### src/rtl/fir_decim_buffer_if.sv
// fir_decim_buffer_if
//   Bundles the sample input, the FWFT read handshake and the status outputs
//   of fir_decim_buffer.
//   master: the filter/consumer side. It drives in_data, in_valid and out_ready.
//   slave : the buffer. It drives out_data, out_valid, level, overflow and run.
//   Handshake: a sample is accepted on every rising edge with in_valid=1.
//   There is no backpressure toward the filter. A FIFO word transfers on
//   every rising edge with out_valid=1 and out_ready=1. out_ready is ignored
//   while out_valid=0.
//   run is a debug view of the FSM: 0 = warm-up, 1 = run.
interface fir_decim_buffer_if #(
   parameter int DATA_W = 12,
   parameter int DEPTH  = 8
);
   localparam int LVL_W = $clog2(DEPTH) + 1;

   logic [DATA_W-1:0] in_data;   // signed Q5.6, stored bit-exact
   logic              in_valid;
   logic [DATA_W-1:0] out_data;  // signed Q5.6, 0 when out_valid=0
   logic              out_valid;
   logic              out_ready;
   logic [LVL_W-1:0]  level;
   logic              overflow;
   logic              run;

   modport master (
      output in_data, in_valid, out_ready,
      input  out_data, out_valid, level, overflow, run
   );

   modport slave (
      input  in_data, in_valid, out_ready,
      output out_data, out_valid, level, overflow, run
   );
endinterface

### src/rtl/fir_decim_buffer.sv
// fir_decim_buffer
//   Sits after the 8-tap Q5.6 FIR. It drops the first WARMUP accepted
//   samples, which are the filter fill transient. It then keeps one of every
//   DECIM accepted samples and queues the kept samples in a DEPTH-entry
//   first-word-fall-through FIFO.
//   Ports:
//     clk  rising-edge clock
//     rst  synchronous, active-high reset. It flushes the FIFO and restarts
//          warm-up.
//     bus  fir_decim_buffer_if.slave. It carries the sample input, the FWFT
//          read handshake, level, sticky overflow and the run debug flag.
module fir_decim_buffer #(
   parameter int DATA_W = 12,
   parameter int DECIM  = 4,
   parameter int WARMUP = 8,
   parameter int DEPTH  = 8
) (
   input  logic                 clk,
   input  logic                 rst,
   fir_decim_buffer_if.slave    bus
);
   localparam int PTR_W  = $clog2(DEPTH);
   localparam int LVL_W  = PTR_W + 1;
   localparam int WCNT_W = (WARMUP > 1) ? $clog2(WARMUP) : 1;
   localparam int PH_W   = (DECIM > 1) ? $clog2(DECIM) : 1;
   localparam logic [WCNT_W-1:0] WARM_LAST = WCNT_W'((WARMUP > 0) ? WARMUP - 1 : 0);
   localparam logic [PH_W-1:0]   PH_LAST   = PH_W'(DECIM - 1);
   localparam logic [LVL_W-1:0]  LVL_FULL  = LVL_W'(DEPTH);

   typedef enum logic {
      S_WARMUP = 1'b0,
      S_RUN    = 1'b1
   } state_t;

   // With no warm-up requested, the buffer comes out of reset already running.
   localparam state_t RESET_STATE = (WARMUP == 0) ? S_RUN : S_WARMUP;

   state_t            state, state_next;
   logic [WCNT_W-1:0] warm_cnt, warm_cnt_next;
   logic [PH_W-1:0]   phase, phase_next;
   logic              keep;

   logic [DATA_W-1:0] mem [DEPTH];
   logic [PTR_W-1:0]  wr_ptr, rd_ptr;
   logic [LVL_W-1:0]  level_q, level_next;
   logic              out_valid_q;
   logic              overflow_q;
   logic              full, push, pop;

   // ---------------- warm-up / decimation FSM ----------------
   always_ff @(posedge clk) begin
      if (rst) begin
         state    <= RESET_STATE;
         warm_cnt <= '0;
         phase    <= '0;
      end else begin
         state    <= state_next;
         warm_cnt <= warm_cnt_next;
         phase    <= phase_next;
      end
   end

   always_comb begin
      state_next    = state;
      warm_cnt_next = warm_cnt;
      phase_next    = phase;
      keep          = 1'b0;
      case (state)
         S_WARMUP: begin
            if (bus.in_valid) begin
               if (warm_cnt == WARM_LAST) begin
                  // The last discarded sample. RUN starts with phase still at 0.
                  state_next    = S_RUN;
                  warm_cnt_next = '0;
               end else begin
                  warm_cnt_next = warm_cnt + 1'b1;
               end
            end
         end
         S_RUN: begin
            if (bus.in_valid) begin
               keep       = (phase == '0);
               phase_next = (phase == PH_LAST) ? '0 : phase + 1'b1;
            end
         end
         default: state_next = RESET_STATE;
      endcase
   end

   // ---------------- FWFT FIFO ----------------
   assign full = (level_q == LVL_FULL);
   assign pop  = out_valid_q && bus.out_ready;
   // When the FIFO is full, a pop in the same cycle frees the slot that this
   // push uses.
   assign push = keep && (!full || pop);

   always_comb begin
      level_next = level_q;
      case ({push, pop})
         2'b10:   level_next = level_q + 1'b1;
         2'b01:   level_next = level_q - 1'b1;
         default: level_next = level_q;
      endcase
   end

   // The storage array has no reset. Clearing the pointers and level is
   // enough to flush it.
   always_ff @(posedge clk) begin
      if (push) begin
         mem[wr_ptr] <= bus.in_data;
      end
   end

   always_ff @(posedge clk) begin
      if (rst) begin
         wr_ptr      <= '0;
         rd_ptr      <= '0;
         level_q     <= '0;
         out_valid_q <= 1'b0;
         overflow_q  <= 1'b0;
      end else begin
         if (push) begin
            wr_ptr <= wr_ptr + 1'b1;
         end
         if (pop) begin
            rd_ptr <= rd_ptr + 1'b1;
         end
         level_q     <= level_next;
         out_valid_q <= (level_next != '0);
         if (keep && full && !pop) begin
            overflow_q <= 1'b1;
         end
      end
   end

   assign bus.out_data  = out_valid_q ? mem[rd_ptr] : '0;
   assign bus.out_valid = out_valid_q;
   assign bus.level     = level_q;
   assign bus.overflow  = overflow_q;
   assign bus.run       = (state == S_RUN);
endmodule
### src/flat_wrapper.sv
// flat-port wrapper written by rule: the top's interface ports become plain ports
module fir_decim_buffer_flat 
#(
   parameter int DATA_W = 12,
   parameter int DECIM  = 4,
   parameter int WARMUP = 8,
   parameter int DEPTH  = 8
)
  (clk, rst, bus_in_data, bus_in_valid, bus_out_ready, bus_out_data, bus_out_valid, bus_level, bus_overflow, bus_run);
  fir_decim_buffer_if #(.DATA_W(DATA_W), .DEPTH(DEPTH)) bus_i ();
  input  logic clk;
  input  logic rst;
  input wire logic [$bits(bus_i.in_data)-1:0] bus_in_data;
  input wire logic [$bits(bus_i.in_valid)-1:0] bus_in_valid;
  input wire logic [$bits(bus_i.out_ready)-1:0] bus_out_ready;
  output wire logic [$bits(bus_i.out_data)-1:0] bus_out_data;
  output wire logic [$bits(bus_i.out_valid)-1:0] bus_out_valid;
  output wire logic [$bits(bus_i.level)-1:0] bus_level;
  output wire logic [$bits(bus_i.overflow)-1:0] bus_overflow;
  output wire logic [$bits(bus_i.run)-1:0] bus_run;
  assign bus_i.in_data = bus_in_data;
  assign bus_i.in_valid = bus_in_valid;
  assign bus_i.out_ready = bus_out_ready;
  assign bus_out_data = bus_i.out_data;
  assign bus_out_valid = bus_i.out_valid;
  assign bus_level = bus_i.level;
  assign bus_overflow = bus_i.overflow;
  assign bus_run = bus_i.run;
  fir_decim_buffer #(.DATA_W(DATA_W), .DECIM(DECIM), .WARMUP(WARMUP), .DEPTH(DEPTH)) u_core (.clk(clk), .rst(rst), .bus(bus_i));
endmodule
### config.mk
export PLATFORM = sky130hd
export DESIGN_NAME = fir_decim_buffer_flat
export DESIGN_NICKNAME = d
export VERILOG_FILES = /design/src/rtl/fir_decim_buffer_if.sv /design/src/rtl/fir_decim_buffer.sv /design/src/flat_wrapper.sv
export SDC_FILE = /design/constraint.sdc
export NUM_CORES = 1
export LEC_CHECK = 0
export CAP_MARGIN = 0
export CORE_MARGIN = 2
export CORE_UTILIZATION = 30
export CTS_CLUSTER_DIAMETER = 60
export DETAILED_ROUTE_END_ITERATION = 8
export GPL_ROUTABILITY_DRIVEN = 0
export GPL_TIMING_DRIVEN = 0
export RECOVER_POWER = 100
export SYNTH_ARGS = -nofsm -noshare
export SYNTH_HDL_FRONTEND = slang
export SYNTH_SLANG_ARGS = --single-unit
### constraint.sdc
create_clock -name clk -period 7.2 [get_ports clk]
set_input_delay 1.08 -clock clk [delete_from_list [all_inputs] [get_ports clk]]
set_output_delay 1.08 -clock clk [all_outputs]
set_load 0.05 [all_outputs]
==> results.sh <==
export IMPL_drc=0
export IMPL_pre_cts_slack_ns=3.27
export IMPL_switchingPower_mw=0.479
export IMPL_drt_antenna_violating_nets=0
export IMPL_critPathKind="reg -> out"
export IMPL_hold_viol_final=0
export IMPL_grt_usage_pct=12.3
export IMPL_synthDistinctLibCells=36
export IMPL_port_buffers=34
export IMPL_crit_top_cell="clkbuf_1"
export IMPL_regArea_um2=3300
export IMPL_clockBufferDepth=2
export IMPL_die_area_um2=16600
export IMPL_clockRootBuffer="clkbuf_16"
export IMPL_setup_viol=0
export IMPL_drt_iter0_drc=214
export IMPL_worst_pin_slew_ns=1.39
export IMPL_cp_required_ns=6.12
export IMPL_setup_ws_ns=2.58
export IMPL_synth_cells=271
export IMPL_die_x_um=129
export IMPL_cp_slowest_cell="clkbuf_1"
export IMPL_final_common_cell="edfxtp_1"
export IMPL_grt_pass1_vias=2591
export IMPL_synth_edf_count=96
export IMPL_fin_crit_sh_pct=64.2
export IMPL_insertedDiodeCount=0
export IMPL_status="finished, final reports clean"
export IMPL_leakage_nw=1.92
export IMPL_fillers=1411
export IMPL_synth_flop_cell="edfxtp_1"
export IMPL_seq_area_frac_synth_pct=70.7
export IMPL_p_seq_share_pct=39.6
export IMPL_syn_avg_cell_area_um2=17.2
export IMPL_skew_ns=0.00711
export IMPL_async_flop_share_pct=0
export IMPL_cts_buffers=17
export IMPL_power_frac_clock_pct=47.4
export IMPL_vdd_ir_drop_max_mv=0.189
export IMPL_post_cts_setup_buffers=0
export IMPL_ys_seq_elements=117
export IMPL_routed_wl_um=9320
export IMPL_cts_hold_buf=0
export IMPL_coreArea_um2=15200
export IMPL_end_kind="output pin"
export IMPL_insertion_delay_ns=0.41
export IMPL_nNetsFinal=353
export IMPL_cp_num_buf_inv=3
export IMPL_min_period_ns=4.62
export IMPL_areaGrowthSynthToFinish_pct=26.3
export IMPL_worstPathArrival_ns=3.54
export IMPL_htree_levels=4
export IMPL_initial_core_util_pct=30.7
export IMPL_slew_violations=0
export IMPL_pin_count=35
export IMPL_critPathMaxFanout=10
export IMPL_first_pass_iters=6
export IMPL_switching_share_pct=25.1
export IMPL_cts_resized=0
export IMPL_synth_area_um2=4670
export IMPL_intPower_mw=1.43
export IMPL_vias_per_cell=4.78
export IMPL_multi_input_area_um2=1290
export IMPL_fmax_ghz=0.216
export IMPL_finalNonFillerCells=531
export IMPL_cp_cell_sequence="clkbuf_1 > clkbuf_1 > mux4_2 > mux2i_1 > nor2b_1 > dlygate4sd3_1"
export IMPL_cts_clk_slew_worst_paths_ns=0.06
export IMPL_synth_fp_nets=294
export IMPL_grt_overflow=0
export IMPL_critPathTopFamily="buffers and inverters"
export IMPL_wl_per_cell_um=17.5
export IMPL_antenna_found_initial=0
export IMPL_vias=2538
export IMPL_max_stage_delay_ns=0.81
export IMPL_grt_first_pass_wirelength_um=14400
export IMPL_die_h_um=129
export IMPL_power_frac_comb_pct=13.0
export IMPL_cts_tree="done"
export IMPL_slew_headroom_pct=6.97
export IMPL_dp_cells=499
export IMPL_drv_cap=0
export IMPL_row_count=45
export IMPL_drive_gt1_share_pct=17.8
export IMPL_grt_max_degree=17
export IMPL_rsz0062_at_grt="no"
export IMPL_yosysWarnings=0
export IMPL_critPathLaunchType="register"
export IMPL_final_cell_mix="edfxtp_1 (96), dlygate4sd3_1 (32), mux4_2 (24), dfxtp_1 (21), nor2_1 (19)"
export IMPL_hp_class="reg -> reg"
export IMPL_fin_setup_tns_ns=0
export IMPL_power_density_nw_per_um2=324
export IMPL_clock_sinks=117
export IMPL_hpwl_um=5970
## worst min-delay path: cells and delay by family (launching register included)
family           cells  cell delay (ns)
AO/OA/AOI/OAI        1             0.05
flip-flops           1             0.32
AND/OR/NAND/NOR      1             0.06
## cells in the mapped netlist (2+ instances only)
| library cell | number | area (um^2) |
|---|---|---|
| nor2_1 | 19 | 71.3 |
| o21ai_0 | 2 | 10.0 |
| nor3_1 | 8 | 40.0 |
| buf_2 | 3 | 15.0 |
| edfxtp_1 | 96 | 2880 |
| xnor2_1 | 5 | 43.8 |
| ha_1 | 7 | 87.6 |
| dfxtp_1 | 21 | 420 |
| nand2b_1 | 3 | 18.8 |
| nor2b_1 | 12 | 75.1 |
| buf_1 | 3 | 11.3 |
| a31oi_1 | 2 | 12.5 |
| inv_1 | 4 | 15.0 |
| xor2_1 | 2 | 17.5 |
| nand3_1 | 3 | 15.0 |
| mux2i_1 | 13 | 130 |
| mux4_2 | 24 | 541 |
| clkbuf_1 | 6 | 22.5 |
| a21oi_1 | 8 | 40.0 |
| nor4_1 | 2 | 12.5 |
| nand2_1 | 13 | 48.8 |
## flip-flops by register name, indices dropped and copies added, names as in the netlist, named ones only
name	count
u_core.wr_ptr	3
u_core.mem	96
u_core.phase	2
u_core.warm_cnt	3
u_core.rd_ptr	3
u_core.bus.overflow	1
u_core.bus.out_valid	1
u_core.bus.run	1
u_core.bus.level	4
## path summary, 6_finish.rpt
check	cells past startpoint	endpoint	start	slack [ns]
hold reg to reg	2	u_core.phase[1]$_SDFFE_PP0P_	u_core.phase[1]$_SDFFE_PP0P_	0.48
setup reg to reg	7	u_core.mem[1][10]$_DFFE_PP_	u_core.phase[0]$_SDFFE_PP0P_	4.27
setup / recovery	6	bus_out_data[7]	register	2.58
hold / removal	2	u_core.phase[1]$_SDFFE_PP0P_	u_core.phase[1]$_SDFFE_PP0P_	0.48
## logic make-up (layout without fill, tap and decap cells)
kind of cell | Yosys count | after routing | share of synthesized area, %
buf+inv | 17 | 89 | 1.61
mux | 37 | 37 | 14.4
compound gates | 18 | 18 | 2.52
fa+ha+maj | 7 | 7 | 1.88
simple gates | 68 | 68 | 7.61
flops | 117 | 117 | 70.7
xor+xnor | 7 | 7 | 1.31
## final cells by class
cell class,instances,share of cell area (%)
multi-input cells,137,21.8
clock inverters,15,3.63
clock buffers,17,7.21
flip-flops and latches,117,56.0
inverters,4,0.255
plain buffers,13,0.954
repair buffers,40,6.15
well taps,188,3.99
## power by group through the flow
stage               clock [mW]  sequential (mW)  combinational, mW
floorplan                    0            0.788              0.162
global placement             0            0.770              0.258
detailed placement           0            0.770              0.261
CTS                      0.921            0.756              0.262
global route             0.956            0.757              0.268
finish                   0.906            0.756              0.248
## through the flow
| stage | hold slack (ns) | utilization, % | instance area, um^2 | power, mW |
|---|---|---|---|---|
| after floorplan | 0.453 | - | 4670 | 0.950 |
| after global placement | 0.462 | 34.5 | 5250 | 1.03 |
| after detailed placement | 0.471 | 35.1 | 5330 | 1.03 |
| after CTS | 0.487 | 39.3 | 5970 | 1.94 |
| after global routing | 0.514 | 38.8 | 5900 | 1.98 |
| final | 0.481 | 38.8 | 5900 | 1.91 |
## layer usage
layer | global-route usage, % | up-vias | routed length [um]
li1 | - | 1183 | -
met2 | 20.5 | 57 | 4700
met5 | 0 | - | 0
met4 | 4.80 | 0 | 127
met3 | 4.53 | 14 | 441
met1 | 14.5 | 1284 | 4050
Note: power is estimated with default switching activity, not from simulation.
